**src/rtl/cnn_pkg.sv**
```systemverilog
// rtl/cnn_pkg.sv - shared pixel type and pooling FSM state encoding
package cnn_pkg;

  localparam int unsigned PIX_W = 32;

  typedef logic signed [PIX_W-1:0] pixel_t;

  // TOP collects horizontal pair maxima of even rows, BOT finishes each 2x2 window.
  typedef enum logic {
    ST_TOP = 1'b0,
    ST_BOT = 1'b1
  } pool_state_t;

endpackage

```
**src/rtl/pool_linebuf.sv**
```systemverilog
// rtl/pool_linebuf.sv - one-write one-read line buffer with combinational read
module pool_linebuf #(
  parameter int DEPTH  = 13,
  parameter int DATA_W = 32,
  parameter int AW     = 4
) (
  input  logic              clk,
  input  logic              wr_en,
  input  logic [AW-1:0]     wr_addr,
  input  logic [DATA_W-1:0] wr_data,
  input  logic [AW-1:0]     rd_addr,
  output logic [DATA_W-1:0] rd_data
);

  // Always written by the even row before the odd row reads it, so no reset.
  logic [DATA_W-1:0] mem_q [DEPTH];

  always_ff @(posedge clk) begin
    if (wr_en) begin
      mem_q[wr_addr] <= wr_data;
    end
  end

  assign rd_data = mem_q[rd_addr];

endmodule

```
**src/rtl/relu_maxpool.sv**
```systemverilog
// rtl/relu_maxpool.sv - streaming 2x2 stride-2 max pooling with ReLU
module relu_maxpool
  import cnn_pkg::*;
#(
  parameter int FMAP_WIDTH  = 26,
  parameter int FMAP_HEIGHT = 26,
  parameter int DATA_W      = 32
) (
  input  logic              clk,
  input  logic              rst_pool,
  input  logic              in_valid,
  output logic              in_ready,
  input  logic [DATA_W-1:0] in_data,
  input  logic              in_last,
  output logic              out_valid,
  input  logic              out_ready,
  output logic [DATA_W-1:0] out_data,
  output logic              out_last,
  output logic              err_last
);

  localparam int CW       = (FMAP_WIDTH > 1) ? $clog2(FMAP_WIDTH) : 1;
  localparam int RW       = (FMAP_HEIGHT > 1) ? $clog2(FMAP_HEIGHT) : 1;
  localparam int LB_DEPTH = FMAP_WIDTH / 2;
  localparam int AW       = (LB_DEPTH > 1) ? $clog2(LB_DEPTH) : 1;

  typedef logic signed [DATA_W-1:0] pix_t;

  function automatic pix_t smax(input pix_t a, input pix_t b);
    return (a > b) ? a : b;
  endfunction

  pool_state_t     state_q, state_d;
  logic [CW-1:0]   col_q, col_d;
  logic [RW-1:0]   row_q, row_d;
  pix_t            hreg_q, hreg_d;
  logic            out_valid_q, out_valid_d;
  pix_t            out_data_q, out_data_d;
  logic            out_last_q, out_last_d;
  logic            err_last_q, err_last_d;

  logic            accept;
  logic            col_end;
  logic            row_end;
  logic            map_end;
  logic            lb_wr_en;
  logic [AW-1:0]   lb_addr;
  logic [DATA_W-1:0] lb_rd_data;
  pix_t            pair_max;
  pix_t            win_max;

  assign in_ready = !out_valid_q || out_ready;

  pool_linebuf #(
    .DEPTH  (LB_DEPTH),
    .DATA_W (DATA_W),
    .AW     (AW)
  ) u_linebuf (
    .clk     (clk),
    .wr_en   (lb_wr_en),
    .wr_addr (lb_addr),
    .wr_data (pair_max),
    .rd_addr (lb_addr),
    .rd_data (lb_rd_data)
  );

  always_comb begin
    accept   = in_valid && in_ready;
    col_end  = (col_q == CW'(FMAP_WIDTH - 1));
    row_end  = (row_q == RW'(FMAP_HEIGHT - 1));
    map_end  = col_end && row_end;
    lb_addr  = AW'(col_q >> 1);
    pair_max = smax(hreg_q, in_data);
    // Folding in zero here is the single ReLU; the output can never go negative.
    win_max  = smax(smax(pair_max, lb_rd_data), '0);
    lb_wr_en = accept && (state_q == ST_TOP) && col_q[0];

    state_d     = state_q;
    col_d       = col_q;
    row_d       = row_q;
    hreg_d      = hreg_q;
    out_valid_d = out_valid_q;
    out_data_d  = out_data_q;
    out_last_d  = out_last_q;
    err_last_d  = err_last_q;

    if (out_valid_q && out_ready) begin
      out_valid_d = 1'b0;
    end

    if (accept) begin
      if (!col_q[0]) begin
        hreg_d = in_data;
      end

      if (col_end) begin
        col_d   = '0;
        row_d   = row_end ? '0 : row_q + 1'b1;
        state_d = (state_q == ST_TOP) ? ST_BOT : ST_TOP;
      end else begin
        col_d = col_q + 1'b1;
      end

      // A reload here may coincide with the drain above; the reload wins, giving no bubble.
      if ((state_q == ST_BOT) && col_q[0]) begin
        out_valid_d = 1'b1;
        out_data_d  = win_max;
        out_last_d  = map_end;
      end

      if (in_last != map_end) begin
        err_last_d = 1'b1;
      end
    end
  end

  always_ff @(posedge clk or negedge rst_pool) begin
    if (!rst_pool) begin
      state_q     <= ST_TOP;
      col_q       <= '0;
      row_q       <= '0;
      hreg_q      <= '0;
      out_valid_q <= 1'b0;
      out_data_q  <= '0;
      out_last_q  <= 1'b0;
      err_last_q  <= 1'b0;
    end else begin
      state_q     <= state_d;
      col_q       <= col_d;
      row_q       <= row_d;
      hreg_q      <= hreg_d;
      out_valid_q <= out_valid_d;
      out_data_q  <= out_data_d;
      out_last_q  <= out_last_d;
      err_last_q  <= err_last_d;
    end
  end

  assign out_valid = out_valid_q;
  assign out_data  = out_data_q;
  assign out_last  = out_last_q;
  assign err_last  = err_last_q;

endmodule

```
**config.mk**
```make
export PLATFORM = sky130hd
export DESIGN_NAME = relu_maxpool
export DESIGN_NICKNAME = d
export VERILOG_FILES = /design/src/rtl/cnn_pkg.sv /design/src/rtl/pool_linebuf.sv /design/src/rtl/relu_maxpool.sv
export SDC_FILE = /design/constraint.sdc
export NUM_CORES = 1
export LEC_CHECK = 0
export CAP_MARGIN = 10
export CORE_MARGIN = 4
export CORE_UTILIZATION = 63
export CTS_BUF_LIST = sky130_fd_sc_hd__clkbuf_4
export CTS_CLUSTER_SIZE = 24
export DETAILED_ROUTE_END_ITERATION = 12
export PLACE_DENSITY = 0.82
export SLEW_MARGIN = 20
export SYNTH_ARGS = -nofsm -noshare
export SYNTH_HDL_FRONTEND = slang
export SYNTH_HIERARCHICAL = 1
export SYNTH_SLANG_ARGS = --single-unit
```
**constraint.sdc**
```tcl
create_clock -name clk -period 6.1 [get_ports clk]
set_input_delay 0.915 -clock clk [delete_from_list [all_inputs] [get_ports clk]]
set_output_delay 0.915 -clock clk [all_outputs]
set_load 0.02 [all_outputs]
```
==> metrics.log <==
[metrics] final-layout fill cell count: 1906
[metrics] unique cell type count in the Yosys netlist: 62
[metrics] clock slew seen by the registers of the worst setup and hold paths: 0.06 ns
[metrics] critical path endpoint category: flip-flop
[metrics] largest net degree at the start of global routing: 64
[metrics] Core Region: 33400 sq um
[metrics] post-synthesis cell count: 1212
[metrics] Critical-path top delay cell: sky130_fd_sc_hd__clkdlybuf4s50_1
[metrics] post-synthesis sequential element count: 494
[metrics] predominant post-synthesis flop cell: sky130_fd_sc_hd__edfxtp_1
[metrics] standby leakage power: 9.29 nW
[metrics] Total Negative Setup Slacks: 0 ns
[metrics] main combinational cell family by area after synthesis: multiplexers
[metrics] fraction of layout instances using a drive strength above 1: 27.9%
[metrics] share of async-settable or async-resettable flops after synthesis: 15.8%
[metrics] maximum fanout along the worst path: 10
[metrics] number of rows created at floorplan: 67
[metrics] Post-Route Skew: 0.0527 ns
[metrics] sequential share of the synthesized area: 67.7%
[metrics] Bufs on Longest Clock Path: 3
[metrics] cell type with the highest aggregate area in the netlist: sky130_fd_sc_hd__edfxtp_1
[metrics] Max-slew headroom: 26.8%
[metrics] DRC viols: 0
[metrics] number of buffers added for setup after CTS: 0
[metrics] routed length per placed instance: 25.3 um
[metrics] detailed-routing iteration count for the pre-antenna-repair pass: 5
[metrics] Net Switching: 4.50 mW
[metrics] part of the power in registers: 39.2%
[metrics] number of nets with antenna violations after detailed routing: 0
[metrics] post-route minimum period: 5.34 ns
[metrics] CTS Hold Bufs: 0
[metrics] vias in the first global route: 13093
[metrics] Syn Area/Cell: 17.6 sq um
[metrics] switch share: 35.2%
[metrics] transition time at the pin with the least slew margin: 1.10 ns
[metrics] H-tree levels: 3
[metrics] maximum vdd ir drop: 0.000290 V
[metrics] filler-free cell count of the finished design: 1978
[metrics] Remaining Overflow, GRT: 0
[metrics] Final Cycle Share: 87.5%
[metrics] Post-Syn Area: 21400 sq um
[metrics] total of buffers placed on input and output ports: 72
[metrics] vias: 12544
[metrics] outcome: completed
[metrics] share of the core filled with cells: 73.7%
[metrics] global-route wire length before repair: 76500 um
[metrics] FF+latch area: 14500 sq um
[metrics] RSZ-0062 raised after global routing: false
[metrics] GRT Util Overall: 28.0%
[metrics] number of buffers inserted during clock tree synthesis: 115
[metrics] GR Util met3: 6.47%
[metrics] longest individual stage delay on the worst path: 0.49 ns
[metrics] Int Power: 8.28 mW
[metrics] horizontal extent of the die: 192 um
[metrics] xor and xnor fraction of the mapped netlist area: 0.205%
[metrics] number of cells after detailed placement: 1762
[metrics] synthesized-area fraction occupied by and/or/nand/nor cells: 4.27%
[metrics] power density of the placed cells: 518 nW/um^2
[metrics] total clock sinks: 494
[metrics] synthesized-area fraction occupied by ao, oa, aoi and oai cells: 6.07%
[metrics] most numerous cell in the Yosys netlist: sky130_fd_sc_hd__edfxtp_1
[metrics] Layout Area Growth over Synthesis: 15.5%
[metrics] number of enable-type register cells in the synthesized netlist: 416
[metrics] critical path launch point type: input pin
[metrics] CTS tree: yes
[metrics] HPWL after detailed placement: 31400 um
[metrics] number of top-level design ports: 73
[metrics] Worst R2R Path Depth: 22
[metrics] WP data required: 6.76 ns
[metrics] most used standard cells in the synthesized netlist: 416 x sky130_fd_sc_hd__edfxtp_1, 78 x sky130_fd_sc_hd__dfrtp_1, 69 x sky130_fd_sc_hd__inv_1
[metrics] Routed Wire Length: 50000 um
[metrics] area share of the largest cell type after synthesis: 58.5%
[metrics] peak-usage layer in the global routing report: met2
[metrics] met1 Use GR: 38.1%
[metrics] root buffer cell: sky130_fd_sc_hd__clkbuf_4
[metrics] critical-path cell list: clkdlybuf4s50_1 -> inv_1 -> ha_1 -> nand4_1 -> nor4_1 -> o21ai_1 -> o211ai_1 -> a211oi_2 -> a211oi_4 -> buf_4 -> buf_12 -> mux2_4 -> ha_1 -> buf_4 -> nand2_1 -> nor2_1 -> a211oi_1 -> o2111ai_1 -> and2_0 -> o21ai_2 -> a211oi_4 -> buf_6 -> buf_6 -> a221o_1
[metrics] total power: 12.8 mW
[metrics] worst min-delay path class: input pin to asynchronous set/reset pin
[metrics] nets in the synthesized netlist: 1317
[metrics] overall die height: 192 um
[metrics] Critical Path AT: 6.00 ns
[metrics] Vias/cell: 6.34
[metrics] number of warnings reported in the yosys synthesis log: 6
[metrics] multi-input logic area: 6350 sq um
[metrics] max capacitance violation total: 0
[metrics] final-report hold violation count: 0
[metrics] count of cells resized by post-cts repair: 0
[metrics] synthesized-area fraction occupied by adder cells: 3.98%
[metrics] Nets: 1536
[metrics] Max Clk Rate: 187 MHz
[metrics] ranking of synthesized cells by area: sky130_fd_sc_hd__edfxtp_1 59%, sky130_fd_sc_hd__dfrtp_1 9.1%, sky130_fd_sc_hd__mux4_2 5.9%
[metrics] area of the die: 36900 sq um
[metrics] Clock Latency Late Sink: 0.81 ns
[metrics] fraction of synthesized area in multiplexers: 14.7%
[metrics] share of power burned in the clock network: 21.3%
[metrics] critical path start-end classification: input pin to flip-flop
[metrics] number of max-slew violations in the final report: 0
[metrics] number of DRC markers after the initial detailed-route iteration: 1180
[metrics] met2 layer usage reported by global route: 45.9%
[metrics] relative contribution of combinational cells to total power: 39.5%
[metrics] initial core utilization: 63.8%
[metrics] final estimated routing congestion in global placement: 0.844
[metrics] setup violation total in the final timing report: 0
[metrics] number of antenna violations at the first check in global routing: 1
==> area by class of cell <==
cell class,instances,area share (%)
sequential,494,58.6
tap,448,2.27
clock inverter,39,0.974
clock buffer,176,5.36
antenna,1,0.0101
multi-input combinational,593,25.8
timing repair buffer,158,5.97
inverter,69,1.05
==> worst max-delay path: cells and delay by family <==
kind / cells / cell delay (ns)
AO/OA/AOI/OAI: 9 / 1.95
buffers and inverters: 7 / 1.39
AND/OR/NAND/NOR: 5 / 0.79
adder cells (fa/ha/maj): 2 / 0.63
multiplexers: 1 / 0.31
==> per-stage QoR <==
| stage | hold slack, ns | setup slack, ns | cell area [sq um] |
|---|---|---|---|
| global placement | 0.442 | -0.127 | 23100 |
| global route | 0.0867 | 0.559 | 24700 |
| detailed placement | 0.448 | 0.0378 | 23100 |
| floorplan | 0.468 | 1.02 | 21400 |
| finish | 0.116 | 0.760 | 24700 |
| CTS | 0.0731 | 0.829 | 24700 |
==> placed cells by master (no fill, tap or decap), types with 8 or more instances in the layout <==
cell type and n:
sky130_fd_sc_hd__edfxtp_1 416, sky130_fd_sc_hd__clkbuf_4 176, sky130_fd_sc_hd__buf_4 77, sky130_fd_sc_hd__dfrtp_1 75, sky130_fd_sc_hd__clkdlybuf4s50_1 71, sky130_fd_sc_hd__inv_1 69, sky130_fd_sc_hd__ha_1 68, sky130_fd_sc_hd__a21oi_1 62
sky130_fd_sc_hd__nand2_1 56, sky130_fd_sc_hd__mux4_2 56, sky130_fd_sc_hd__mux4_1 40, sky130_fd_sc_hd__o21ai_0 39, sky130_fd_sc_hd__mux2i_1 34, sky130_fd_sc_hd__o22ai_1 33, sky130_fd_sc_hd__a221o_1 31, sky130_fd_sc_hd__mux2_4 30
sky130_fd_sc_hd__and2_2 28, sky130_fd_sc_hd__clkinv_1 27, sky130_fd_sc_hd__nand4_1 14, sky130_fd_sc_hd__nand3_1 9, sky130_fd_sc_hd__nor2_4 9, sky130_fd_sc_hd__buf_12 8
==> cell families (layout without fill, tap and decap cells) <==
| group | count (synthesis) | in the layout |
|---|---|---|
| other | 0 | 1 |
| buffers and inverters | 125 | 442 |
| xor gates and xnor gates | 5 | 5 |
| and+or+nand+nor | 162 | 162 |
| adders and majority gates | 68 | 68 |
| DFF | 494 | 494 |
| muxes | 163 | 163 |
| AOI/OAI and AO/OA | 195 | 195 |
==> routing by layer <==
layer / part of all wire (%) / vias to the layer above
met5: 0 / -
met4: 2.0 / 0
met3: 10 / 96
met2: 50 / 736
met1: 38 / 6330
li1: - / 5382
==> power by group through the flow <==
stage	registers, mW	clock network (mW)	logic [mW]
floorplan	4.89	0	3.23
global placement	5.06	0	4.68
detailed placement	5.08	0	4.94
CTS	5.01	2.76	5.00
global route	5.06	2.97	5.44
finish	5.01	2.72	5.05
==> flip-flops by register name, indices dropped and copies added (netlist names) <==
name	cells
err_last	1
row_q	5
col_q	5
state_q	1
out_valid	1
out_data	32
out_last	1
u_linebuf/mem_q	416
hreg_q	32
==> worst paths after layout <==
check | slack [ns] | startpoint | to
worst max-delay path | 0.76 | in_data[13] | out_data[10]$_DFFE_PN0P_
max in group asynchronous | 4.90 | rst_pool | col_q[4]$_DFFE_PN0P_
min in group clk | 0.46 | err_last$_DFFE_PN0P_ | err_last$_DFFE_PN0P_
worst min-delay path | 0.12 | rst_pool | out_data[30]$_DFFE_PN0P_
worst min register to register | 0.46 | err_last$_DFFE_PN0P_ | err_last$_DFFE_PN0P_
worst max register to register | 1.05 | hreg_q[13]$_DFFE_PN0P_ | out_data[10]$_DFFE_PN0P_
Note: power is estimated with default switching activity, not from simulation.
